===== config.mk =====
export PLATFORM = sky130hd
export DESIGN_NAME = i2s_mic_rx
export DESIGN_NICKNAME = d
export VERILOG_FILES = /design/src/rtl/i2s_pkg.sv /design/src/rtl/i2s_clkgen.sv /design/src/rtl/i2s_mic_rx.sv
export SDC_FILE = /design/constraint.sdc
export NUM_CORES = 1
export LEC_CHECK = 0
export ABC_AREA = 1
export BUFFER_PORTS_ARGS = -buffer_cell sky130_fd_sc_hd__buf_2
export CAP_MARGIN = 20
export CELL_PAD_IN_SITES_DETAIL_PLACEMENT = 1
export CELL_PAD_IN_SITES_GLOBAL_PLACEMENT = 1
export CORE_MARGIN = 8
export CORE_UTILIZATION = 42
export DETAILED_ROUTE_END_ITERATION = 8
export GPL_ROUTABILITY_DRIVEN = 0
export GPL_TIMING_DRIVEN = 0
export PLACE_DENSITY = 0.77
export RECOVER_POWER = 50
export SETUP_SLACK_MARGIN = 0.1
export SLEW_MARGIN = 0
export SYNTH_ARGS = -nofsm -noshare
export SYNTH_HDL_FRONTEND = slang
export SYNTH_SLANG_ARGS = --single-unit

===== constraint.sdc =====
create_clock -name CLK -period 4.1 [get_ports CLK]
set_input_delay 1.23 -clock CLK [delete_from_list [all_inputs] [get_ports CLK]]
set_output_delay 1.23 -clock CLK [all_outputs]
set_load 0.1 [all_outputs]

===== src/rtl/i2s_pkg.sv =====
// Shared constants and FSM state encoding for the I2S microphone receiver.
package i2s_pkg;
  localparam int ADATA_W    = 18;
  localparam int SLOT_BITS  = 32;
  localparam int FRAME_BITS = 64;

  typedef enum logic [1:0] {
    IDLE,
    RUN,
    DRAIN
  } state_t;
endpackage


===== src/rtl/i2s_clkgen.sv =====
// BCLK/LRCLK generator: divider, frame bit counter, and the sample/wrap strobes
// that tell the receiver where in the frame it is.
module i2s_clkgen
  import i2s_pkg::*;
#(
  parameter int BCLK_DIV = 16
) (
  input  logic                         CLK,
  input  logic                         nRST,
  input  logic                         run,
  output logic                         bclk,
  output logic                         lrclk,
  output logic                         sample,
  output logic                         wrap,
  output logic                         slot,
  output logic [$clog2(SLOT_BITS)-1:0] bidx
);
  localparam int DW = $clog2(BCLK_DIV);
  localparam int CW = $clog2(FRAME_BITS);

  logic [DW-1:0] dcnt_reg;
  logic [CW-1:0] bitcnt_reg;
  logic [CW-1:0] bitcnt_next;
  logic          half_end;
  logic          fall;

  assign half_end    = run && (dcnt_reg == DW'(BCLK_DIV - 1));
  assign fall        = half_end && bclk;
  assign sample      = run && bclk && (dcnt_reg == DW'(BCLK_DIV / 2 - 1));
  assign wrap        = fall && (bitcnt_reg == '1);
  assign bitcnt_next = bitcnt_reg + 1'b1;
  assign slot        = bitcnt_reg[CW-1];
  assign bidx        = bitcnt_reg[CW-2:0];

  always_ff @(posedge CLK or negedge nRST) begin
    if (!nRST) begin
      dcnt_reg   <= '0;
      bitcnt_reg <= '0;
      bclk       <= 1'b0;
      lrclk      <= 1'b0;
    end else if (run) begin
      if (half_end) begin
        dcnt_reg <= '0;
        bclk     <= ~bclk;
        // LRCLK follows the slot bit of the incremented count on the same falling edge
        if (bclk) begin
          bitcnt_reg <= bitcnt_next;
          lrclk      <= bitcnt_next[CW-1];
        end
      end else begin
        dcnt_reg <= dcnt_reg + 1'b1;
      end
    end else begin
      dcnt_reg   <= '0;
      bitcnt_reg <= '0;
      bclk       <= 1'b0;
      lrclk      <= 1'b0;
    end
  end
endmodule


===== src/rtl/i2s_mic_rx.sv =====
// I2S master receiver: drives BCLK/LRCLK for a MEMS mic, deserialises one slot
// and emits the top 18 bits as a signed sample with a one-cycle ready strobe.
module i2s_mic_rx
  import i2s_pkg::*;
#(
  parameter int BCLK_DIV  = 16,
  parameter int DATA_BITS = 24,
  parameter int CHANNEL   = 0
) (
  input  logic               CLK,
  input  logic               nRST,
  input  logic               EN,
  output logic               I2S_BCLK,
  output logic               I2S_LRCLK,
  input  logic               I2S_SD,
  output logic [ADATA_W-1:0] ADATA0,
  output logic               ADATARDY
);
  localparam logic [4:0] LAST_B   = 5'(DATA_BITS);
  localparam logic       SEL_SLOT = 1'(CHANNEL);

  state_t               state_reg;
  logic                 run;
  logic                 sample;
  logic                 wrap;
  logic                 slot;
  logic [4:0]           bidx;
  logic                 sel_sample;
  logic [1:0]           sd_sync_reg;
  // Holds all but the final bit; the last bit joins the word on its way to ADATA0.
  logic [DATA_BITS-2:0] shift_reg;
  logic [DATA_BITS-1:0] shift_next;

  assign run        = (state_reg != IDLE);
  assign sel_sample = sample && (slot == SEL_SLOT);
  assign shift_next = {shift_reg, sd_sync_reg[1]};

  i2s_clkgen #(
    .BCLK_DIV(BCLK_DIV)
  ) u_clkgen (
    .CLK   (CLK),
    .nRST  (nRST),
    .run   (run),
    .bclk  (I2S_BCLK),
    .lrclk (I2S_LRCLK),
    .sample(sample),
    .wrap  (wrap),
    .slot  (slot),
    .bidx  (bidx)
  );

  always_ff @(posedge CLK or negedge nRST) begin
    if (!nRST) begin
      state_reg   <= IDLE;
      sd_sync_reg <= '0;
      shift_reg   <= '0;
      ADATA0      <= '0;
      ADATARDY    <= 1'b0;
    end else begin
      sd_sync_reg <= {sd_sync_reg[0], I2S_SD};
      ADATARDY    <= 1'b0;

      case (state_reg)
        IDLE:    if (EN) state_reg <= RUN;
        RUN:     if (!EN) state_reg <= DRAIN;
        DRAIN: begin
          if (EN)        state_reg <= RUN;
          else if (wrap) state_reg <= IDLE;
        end
        default: state_reg <= IDLE;
      endcase

      if (sel_sample) begin
        if (bidx == '0) begin
          shift_reg <= '0;
        end else if (bidx <= LAST_B) begin
          shift_reg <= shift_next[DATA_BITS-2:0];
          if (bidx == LAST_B) begin
            ADATA0   <= shift_next[DATA_BITS-1 -: ADATA_W];
            ADATARDY <= 1'b1;
          end
        end
      end
    end
  end
endmodule

==> Word level (Yosys, flattened, before mapping) <==
Cells that the tools add are included.
{ "totals": {"word_cells": 61, "regBits": 58, "output_inout_bits": 21, "in_bits": 4} }
{ "classes": {"magnitude_cmp": 1, "bitwise": 3, "reduce_logical": 14, "mux": 21, "n_eq_ne": 11, "addsub": 2} }
{ "op_table": {"columns": ["operator", "count"], "rows": [
  ["$mux 23", 2],
  ["$mux 6", 3],
  ["$mux 1", 9],
  ["$mux 2", 4],
  ["$mux 4", 2],
  ["$ne 2x2->1 const B", 4],
  ["$add 6x1->6 const B", 1],
  ["$eq 6x6->1 const B", 1],
  ["$logic_and 1x1->1", 6],
  ["$pmux 2 s3", 1],
  ["$eq 5x5->1 const B", 1],
  ["$le 5x5->1 const B", 1],
  ["$logic_not 5->1", 1],
  ["$add 4x1->4 const B", 1],
  ["$eq 4x3->1 const B", 1],
  ["$eq 4x4->1 const B", 1],
  ["$reduce_and 2->1", 2],
  ["$reduce_and 4->1", 1],
  ["$reduce_bool 2->1", 2],
  ["$ne 3x2->1 const B", 1],
  ["$not 1->1", 3],
  ["$reduce_and 3->1", 1],
  ["$eq 2x1->1 const B", 1],
  ["$eq 2x2->1 const B", 1],
  ["$logic_not 2->1", 1]
]} }

==> Logic depth before layout (Yosys ltp) <==
Gate-level depths: netlist (run 1).
{ "logic_depth": {"ltp_word": 7, "mapped_depth": 8, "mapped_depth_nobuf": 7} }

==> Hierarchy <==
A second synthesis (run 1) with hierarchy kept.
{ "unflattened": {"cells_unflattened": 315, "hier_area_um2": 2582.5} }
{ "modules_own_cells": {"columns": ["mod", "instances", "area_each_um2", "cells_each", "seq_area_each_um2"], "rows": [
  ["i2s_mic_rx", 1, 2009.4, 248, 1151.1],
  ["i2s_clkgen", 1, 573.0, 67, 275.3]
]} }

==> Worst setup path after synthesis (run 1) <==
OpenSTA, ideal clock, no wires.
{ "synth_timing": {"kind": "flip-flop to output port", "start": "reg u_clkgen.bitcnt_reg[5] (netlist name)", "end": "out I2S_LRCLK", "arrival_time_ps": 955, "setup_slack_ps": 1915, "t_required_ps": 2870, "path_buffers": 0, "stages_incl_launch_ff": 1, "cell_sequence": "dfrtp_1"} }
{ "synth_lines": {"columns": ["item", "line_no", "rtl"], "rows": [
  ["to (decl)", "i2s_mic_rx.sv:14", "output logic I2S_LRCLK,"]
]} }

==> out/qor.txt, run 1 <==
Starting DRT DRC Count - 110
Inserted Clock Buffers - 9
Mapped Nets - 331
Crit-path slowest cell - buf_2
cell count after synthesis - 324
Final Skew - 0.00751 ns
First-pass DRT Iterations - 4
critical path type - flop to output port
Max Fclk - 0.403 GHz
top_reg_cell synth - dfrtp_1
antenna violations before repair - 0
Pleak - 0.00165 µW
largest net degree at the start of global routing - 40
post-cts sizing count - 0
area growth from synthesis to layout - 16.5%
slew margin rel. - 0.258
# DRC - 0
Layout Cells excl Fill - 442
Synth area leaders - dfrtp_1 54%, nand2_1 15%, nand3_1 9.2%
fin. max-slew vios - 0
CTS tree - built
Worst-Margin Slew - 1.11 ns
die height - 95.6 µm
Worst path max stage delay - 0.47 ns
row cnt - 29
placed cell count - 426
fraction of registers with async set/reset - 1.00
CTS sink count - 57
peak supply drop - 0.256 mV
Overflow after GRT - 0
routed wire length - 6.11 mm
# fillers - 797
CP top delay family - buffers and inverters
routed vias - 2166
worst skew pair latency - 0.33 ns
first-pass GRT wire length - 10.6 mm
max FFs per register - 23
Crit. End Element - output port
DIE AREA - 9150 µm²
GRT Total Usage - 0.150
syn avg cell area - 8.22 µm²
port buffer count - 24
Final #Nets - 367
DR vias/cell - 4.90
Clock transition at path regs - 0.06 ns
total power - 1170 µW
ANT cells - 0
synth unique cells - 23
Final Setup Violations - 0
number of global-route vias before repair - 2285
status - finished clean
EDFF count, synth - 0
Critical Path AT - 1.25 ns
Die W - 95.6 µm
DR WL/cell - 13.8 µm
Synth Register Bits - 57
share of cells above drive strength 1 - 0.181
CTS Hold Bufs - 0
Final Hold Fails - 0
Worst Hold Class - flop to flop
post-CTS setup buffers - 0
synthesized area - 2660 µm²
Clock Tree Buf Depth - 2
Worst EP required - 2.87 ns
post-route ant nets - 0
Crit Path Max Fanout - 5
Seq/Total Area, Yosys - 0.535
H-tree levels - 3
yosys warns - 0
RSZ-0062 raised after global routing - false
Post-DP HPWL - 4.36 mm
critical path, cell by cell - buf_2
I/O pin cnt - 25
Yosys top cell area share - 0.535
fin crit share - 0.605
Synth area leader - dfrtp_1
# Max-Cap Violations - 0
P per Cell Area - 377 nW/µm²
WP buf/inv - 1
Tmin final - 2.48 ns
CTS root buf - clkbuf_8
final setup TNS - 0 ns
Placeable Area - 6240 µm²
starting utilization of the core area - 0.427
Worst Setup Start Kind - flop
-- power breakdown --
| part | switching (µW) | internal [µW] | total (µW) | leakage [µW] |
|---|---|---|---|---|
| clock | 220 | 330 | 550 | 0.000107 |
| combinational | 28.5 | 12.0 | 40.4 | 0.000754 |
| sequential | 7.74 | 573 | 581 | 0.000786 |
| total | 256 | 915 | 1170 | 0.00165 |
-- path summary, 6_finish.rpt --
check | from | endpoint | slack [ns] | cells past startpoint
worst min-delay path | sd_sync_reg[0]$_DFF_PN0_ | sd_sync_reg[1]$_DFF_PN0_ | 0.35 | 0
max in group asynchronous | nRST | shift_reg[1]$_DFFE_PN0P_ | 2.24 | 2
worst max-delay path | u_clkgen.bitcnt_reg[5]$_DFFE_PN0P_ | I2S_LRCLK | 1.62 | 1
min in group asynchronous | nRST | state_reg[0]$_DFFE_PN0P_ | 1.08 | 1
worst max register to register | u_clkgen.bitcnt_reg[0]$_DFFE_PN0P_ | shift_reg[20]$_DFFE_PN0P_ | 2.44 | 8
worst min register to register | sd_sync_reg[0]$_DFF_PN0_ | sd_sync_reg[1]$_DFF_PN0_ | 0.35 | 0
-- through the flow --
step	setup WS (ns)	hold slack [ns]	area, µm²	utilization
finish	1.62	0.354	3100	0.497
global route	1.56	0.366	3100	0.497
CTS	1.59	0.358	3110	0.498
detailed placement	1.96	0.343	2900	0.465
global placement	1.68	0.336	2880	0.462
floorplan	1.92	0.331	2660	-
-- cell usage after synthesis, drive strengths merged (2+ instances only) --
master	instances
a21oi	25
buf	15
dfrtp	57
ha	3
inv	37
nand2	109
nand3	51
nor2	16
o21ai	5
xnor2	2
-- routing by layer --
layer	up-vias	GRT usage	routed length (µm)	share of wire
met2	26	0.250	2970	0.49
met1	1041	0.176	2790	0.46
li1	1090	-	-	-
met3	9	0.0291	214	0.035
met5	-	0	0	0
met4	0	0.0845	138	0.023
-- layout make-up --
class	instances	area (µm²)	share of cell area
multi-input cells	215	1010	0.325
inverters	37	139	0.0447
repair buffers	25	139	0.0447
clock inverters	2	35.0	0.0113
clock buffers	14	173	0.0556
well taps	77	96.3	0.0310
flip-flops and latches	57	1430	0.459
plain buffers	15	86.3	0.0278
-- cells in the final DEF (no fill, tap or decap), types with 2 or more instances in the layout --
cell type  instances
nand2_1          106
clkbuf_8          12
ha_1               3
buf_2             35
nand3_1           49
o21ai_0            5
a21oi_1           25
buf_4              2
xnor2_1            2
nor2_2             2
clkbuf_1           3
inv_1             34
inv_2              3
dfrtp_1           57
nor2_1            12
nand2_2            3
-- kinds of logic (layout without fill, tap and decap cells) --
logic type / count (synthesis) / count (layout) / synth area share
compound gates: 30 / 30 / 0.0564
xor+xnor: 3 / 3 / 0.00987
simple gates: 179 / 179 / 0.300
buf+inv: 52 / 93 / 0.0845
fa+ha+maj: 3 / 3 / 0.0141
flops: 57 / 57 / 0.535
Note: power is estimated with default switching activity, not from simulation.
==> run 2: changes to the inputs <==
ABC_AREA = 0   (was 1)
PLACE_DENSITY = 0.73   (was 0.77)
clock period = 2.4 ns   (was 4.1 ns; I/O delays follow)
==> out/qor.txt, run 2 <==
Post-DP HPWL - 3.22 mm (was 4.36 mm)
Worst-Margin Slew - 1.32 ns (was 1.11 ns)
cell count after synthesis - 203 (was 324)
fraction of synthesized area in multiplexers - 0.183 (was 0)
most common cell after layout, fill and taps aside - dfrtp_1 (was nand2_1)
internal reg-to-reg setup slack - 0.31 ns (was 2.44 ns)
# DRC - 0 (unchanged)
first-pass GRT wire length - 8.36 mm (was 10.6 mm)
I/O pin cnt - 25 (unchanged)
cells on worst reg2reg path - 5 (was 8)
Clock Tree Buf Depth - 2 (unchanged)
Crit Path Max Fanout - 10 (was 5)
yosys warns - 0 (unchanged)
row cnt - 27 (was 29)
Mapped Nets - 210 (was 331)
Overflow after GRT - 0 (unchanged)
Final Skew - 0.00779 ns (was 0.00751 ns)
CTS tree - built (unchanged)
max FFs per register - 23 (unchanged)
Yosys top cell area share - 0.590 (was 0.535)
multi-input logic area - 858 µm² (was 1010 µm²)
largest net degree at the start of global routing - 37 (was 40)
fin. max-slew vios - 0 (unchanged)
Worst EP required - 2.64 ns (was 2.87 ns)
Clock transition at path regs - 0.06 ns (about the same)
fin crit share - 0.870
fraction of registers with async set/reset - 1.00 (unchanged)
DIE AREA - 8440 µm² (was 9150 µm²)
DR vias/cell - 4.85 (was 4.90)
Tmin final - 2.09 ns
Synth area leader - dfrtp_1 (unchanged)
routed vias - 1539 (was 2166)
routed wire length - 4.72 mm (was 6.11 mm)
# fillers - 609 (was 797)
Synth Register Bits - 57 (unchanged)
critical path type - flop to flop (was flop to output port)
placed cell count - 300 (was 426)
CTS sink count - 57 (unchanged)
post-route ant nets - 0 (unchanged)
Layout Cells excl Fill - 317 (was 442)
Crit. End Element - flop (was output port)
Placeable Area - 5540 µm² (was 6240 µm²)
syn avg cell area - 11.9 µm² (was 8.22 µm²)
commonest cells in the netlist - 57 x dfrtp_1, 27 x inv_1, 24 x mux2i_1, 24 x nand2_1, 18 x mux2_2 (was 105 x nand2_1, 57 x dfrtp_1, 49 x nand3_1, 34 x inv_1, 25 x a21oi_1)
share of cells above drive strength 1 - 0.269 (was 0.181)
top_reg_cell synth - dfrtp_1 (unchanged)
placed cell areas - 2650 µm² (was 2900 µm²)
count leader, synth - dfrtp_1 (was nand2_1)
compound-gate portion of the synthesized area - 0.0357 (was 0.0564)
EDFF count, synth - 0 (unchanged)
Seq/Total Area, Yosys - 0.590 (was 0.535)
Inserted Clock Buffers - 9 (unchanged)
Place WS - 0.0533 ns (was 1.96 ns)
largest family of logic cells by synthesized area - multiplexers (was simple AND/OR/NAND/NOR gates)
number of global-route vias before repair - 1696 (was 2285)
Synth area leaders - dfrtp_1 59%, mux2i_1 9.9%, mux2_2 8.4% (was dfrtp_1 54%, nand2_1 15%, nand3_1 9.2%)
# Max-Cap Violations - 0 (unchanged)
Final Setup Violations - 0 (unchanged)
H-tree levels - 3 (unchanged)
adder-cell share of the synthesized area - 0.0155 (was 0.0141)
ANT cells - 0 (unchanged)
register area - 1430 µm² (about the same)
P per Cell Area - 666 nW/µm² (was 377 nW/µm²)
DR WL/cell - 14.9 µm (was 13.8 µm)
slew margin rel. - 0.117 (was 0.258)
Simple-Gate Fraction of Synth Area - 0.107 (was 0.300)
status - finished clean (unchanged)
First-pass DRT Iterations - 4 (unchanged)
Final Hold Fails - 0 (unchanged)
RSZ-0062 raised after global routing - false (unchanged)
antenna violations before repair - 0 (unchanged)
most frequent cells in the layout - 55 x dfrtp_1, 27 x inv_1, 25 x buf_2, 24 x nand2_1, 24 x mux2i_1 (was 106 x nand2_1, 57 x dfrtp_1, 49 x nand3_1, 35 x buf_2, 34 x inv_1)
starting utilization of the core area - 0.437 (was 0.427)
CTS root buf - clkbuf_8 (unchanged)
port buffer count - 24 (unchanged)
area growth from synthesis to layout - 17.9% (was 16.5%)
Worst Setup Start Kind - flop (unchanged)
Worst Hold Class - flop to flop (unchanged)
worst skew pair latency - 0.33 ns (about the same)
peak supply drop - 0.340 mV (was 0.256 mV)
synth unique cells - 31 (was 23)
Max Fclk - 0.479 GHz
Starting DRT DRC Count - 40 (was 110)
GRT Total Usage - 0.124 (was 0.150)
WHS Path Cells - 0 (unchanged)
hold slack final - 0.355 ns (was 0.354 ns)
CTS Hold Bufs - 0 (unchanged)
Die W - 91.9 µm (was 95.6 µm)
PnR worst setup slack - 0.313 ns (was 1.62 ns)
Final #Nets - 248 (was 367)
Critical Path AT - 2.33 ns (was 1.25 ns)
synthesized area - 2420 µm² (was 2660 µm²)
die height - 91.9 µm (was 95.6 µm)
post-route cell area - 2850 µm² (was 3100 µm²)
final setup TNS - 0 ns (unchanged)
Pleak - 0.00130 µW (was 0.00165 µW)
Synth Area in XOR/XNOR - 0.0109 (was 0.00986)
==> run 2: changes by cell type in the layout (fill, tap and decap cells not counted), moves of 10 or more <==
| cell | delta |
|---|---|
| nand3_1 | -46 |
| buf_2 | -10 |
| mux2_2 | +18 |
| mux2i_1 | +24 |
| a21oi_1 | -19 |
| nand2_1 | -82 |
==> run 2: final timing paths <==
path | start | end
setup / recovery | u_clkgen.dcnt_reg[0]$_DFF_PN0_ | shift_reg[12]$_DFFE_PN0P_
hold / removal | sd_sync_reg[0]$_DFF_PN0_ | sd_sync_reg[1]$_DFF_PN0_
setup reg to reg | u_clkgen.dcnt_reg[0]$_DFF_PN0_ | shift_reg[12]$_DFFE_PN0P_
hold reg to reg | sd_sync_reg[0]$_DFF_PN0_ | sd_sync_reg[1]$_DFF_PN0_
max in group asynchronous | nRST | u_clkgen.bclk$_DFFE_PN0P_
min in group asynchronous | nRST | u_clkgen.bitcnt_reg[5]$_DFFE_PN0P_
==> run 2: kinds of logic (layout without fill, tap and decap cells) <==
group,after synthesis,in the layout
adders and majority gates,3,3
DFF,57,57
muxes,42,42
buffers and inverters,35,77
xor gates and xnor gates,3,3
AOI/OAI and AO/OA,14,14
and+or+nand+nor,49,49
==> run 2: layout make-up <==
cell class / count / area share
flip-flops and latches: 57 / 0.502
clock buffers: 11 / 0.0461
repair buffers: 27 / 0.0540
inverters: 27 / 0.0355
well taps: 72 / 0.0316
clock inverters: 4 / 0.0158
plain buffers: 8 / 0.0140
multi-input cells: 111 / 0.301
==> run 2: power breakdown <==
part	leakage (µW)	internal, µW	switching (µW)
registers	0.000782	979	19.1
clock network	0.0000929	469	363
logic	0.000429	25.9	43.7
total	0.00130	1470	426
==> run 2: routing by layer <==
layer | up-vias | track usage | part of all wire
li1 | 742 | - | -
met1 | 761 | 0.160 | 0.48
met2 | 28 | 0.181 | 0.46
met3 | 8 | 0.0481 | 0.047
met4 | 0 | 0.0564 | 0.016
met5 | - | 0 | 0
==> run 2: worst max-delay path, stage by stage, from the launching register on <==
cell and delay (ns):
dfrtp_1 0.39, ha_1 0.28, o211ai_1 0.23, a211oi_4 0.43, buf_2 0.39, mux2i_1 0.27
==> run 2: repair_timing <==
action / 4_1_cts / 5_1_grt
gates resized for setup: 0 / 1
endpoints found under the setup margin: 9 / 3
pin swaps: 1 / 0
gates cloned: 0 / 0
buffers inserted: 2 / 0
==> run 2: through the flow <==
stage / util / total power (µW)
2_1_floorplan: - / 1050
3_3_place_gp: 0.475 / 1080
3_5_place_dp: 0.479 / 1090
4_1_cts: 0.514 / 1930
5_1_grt: 0.515 / 1990
6_report: 0.515 / 1900
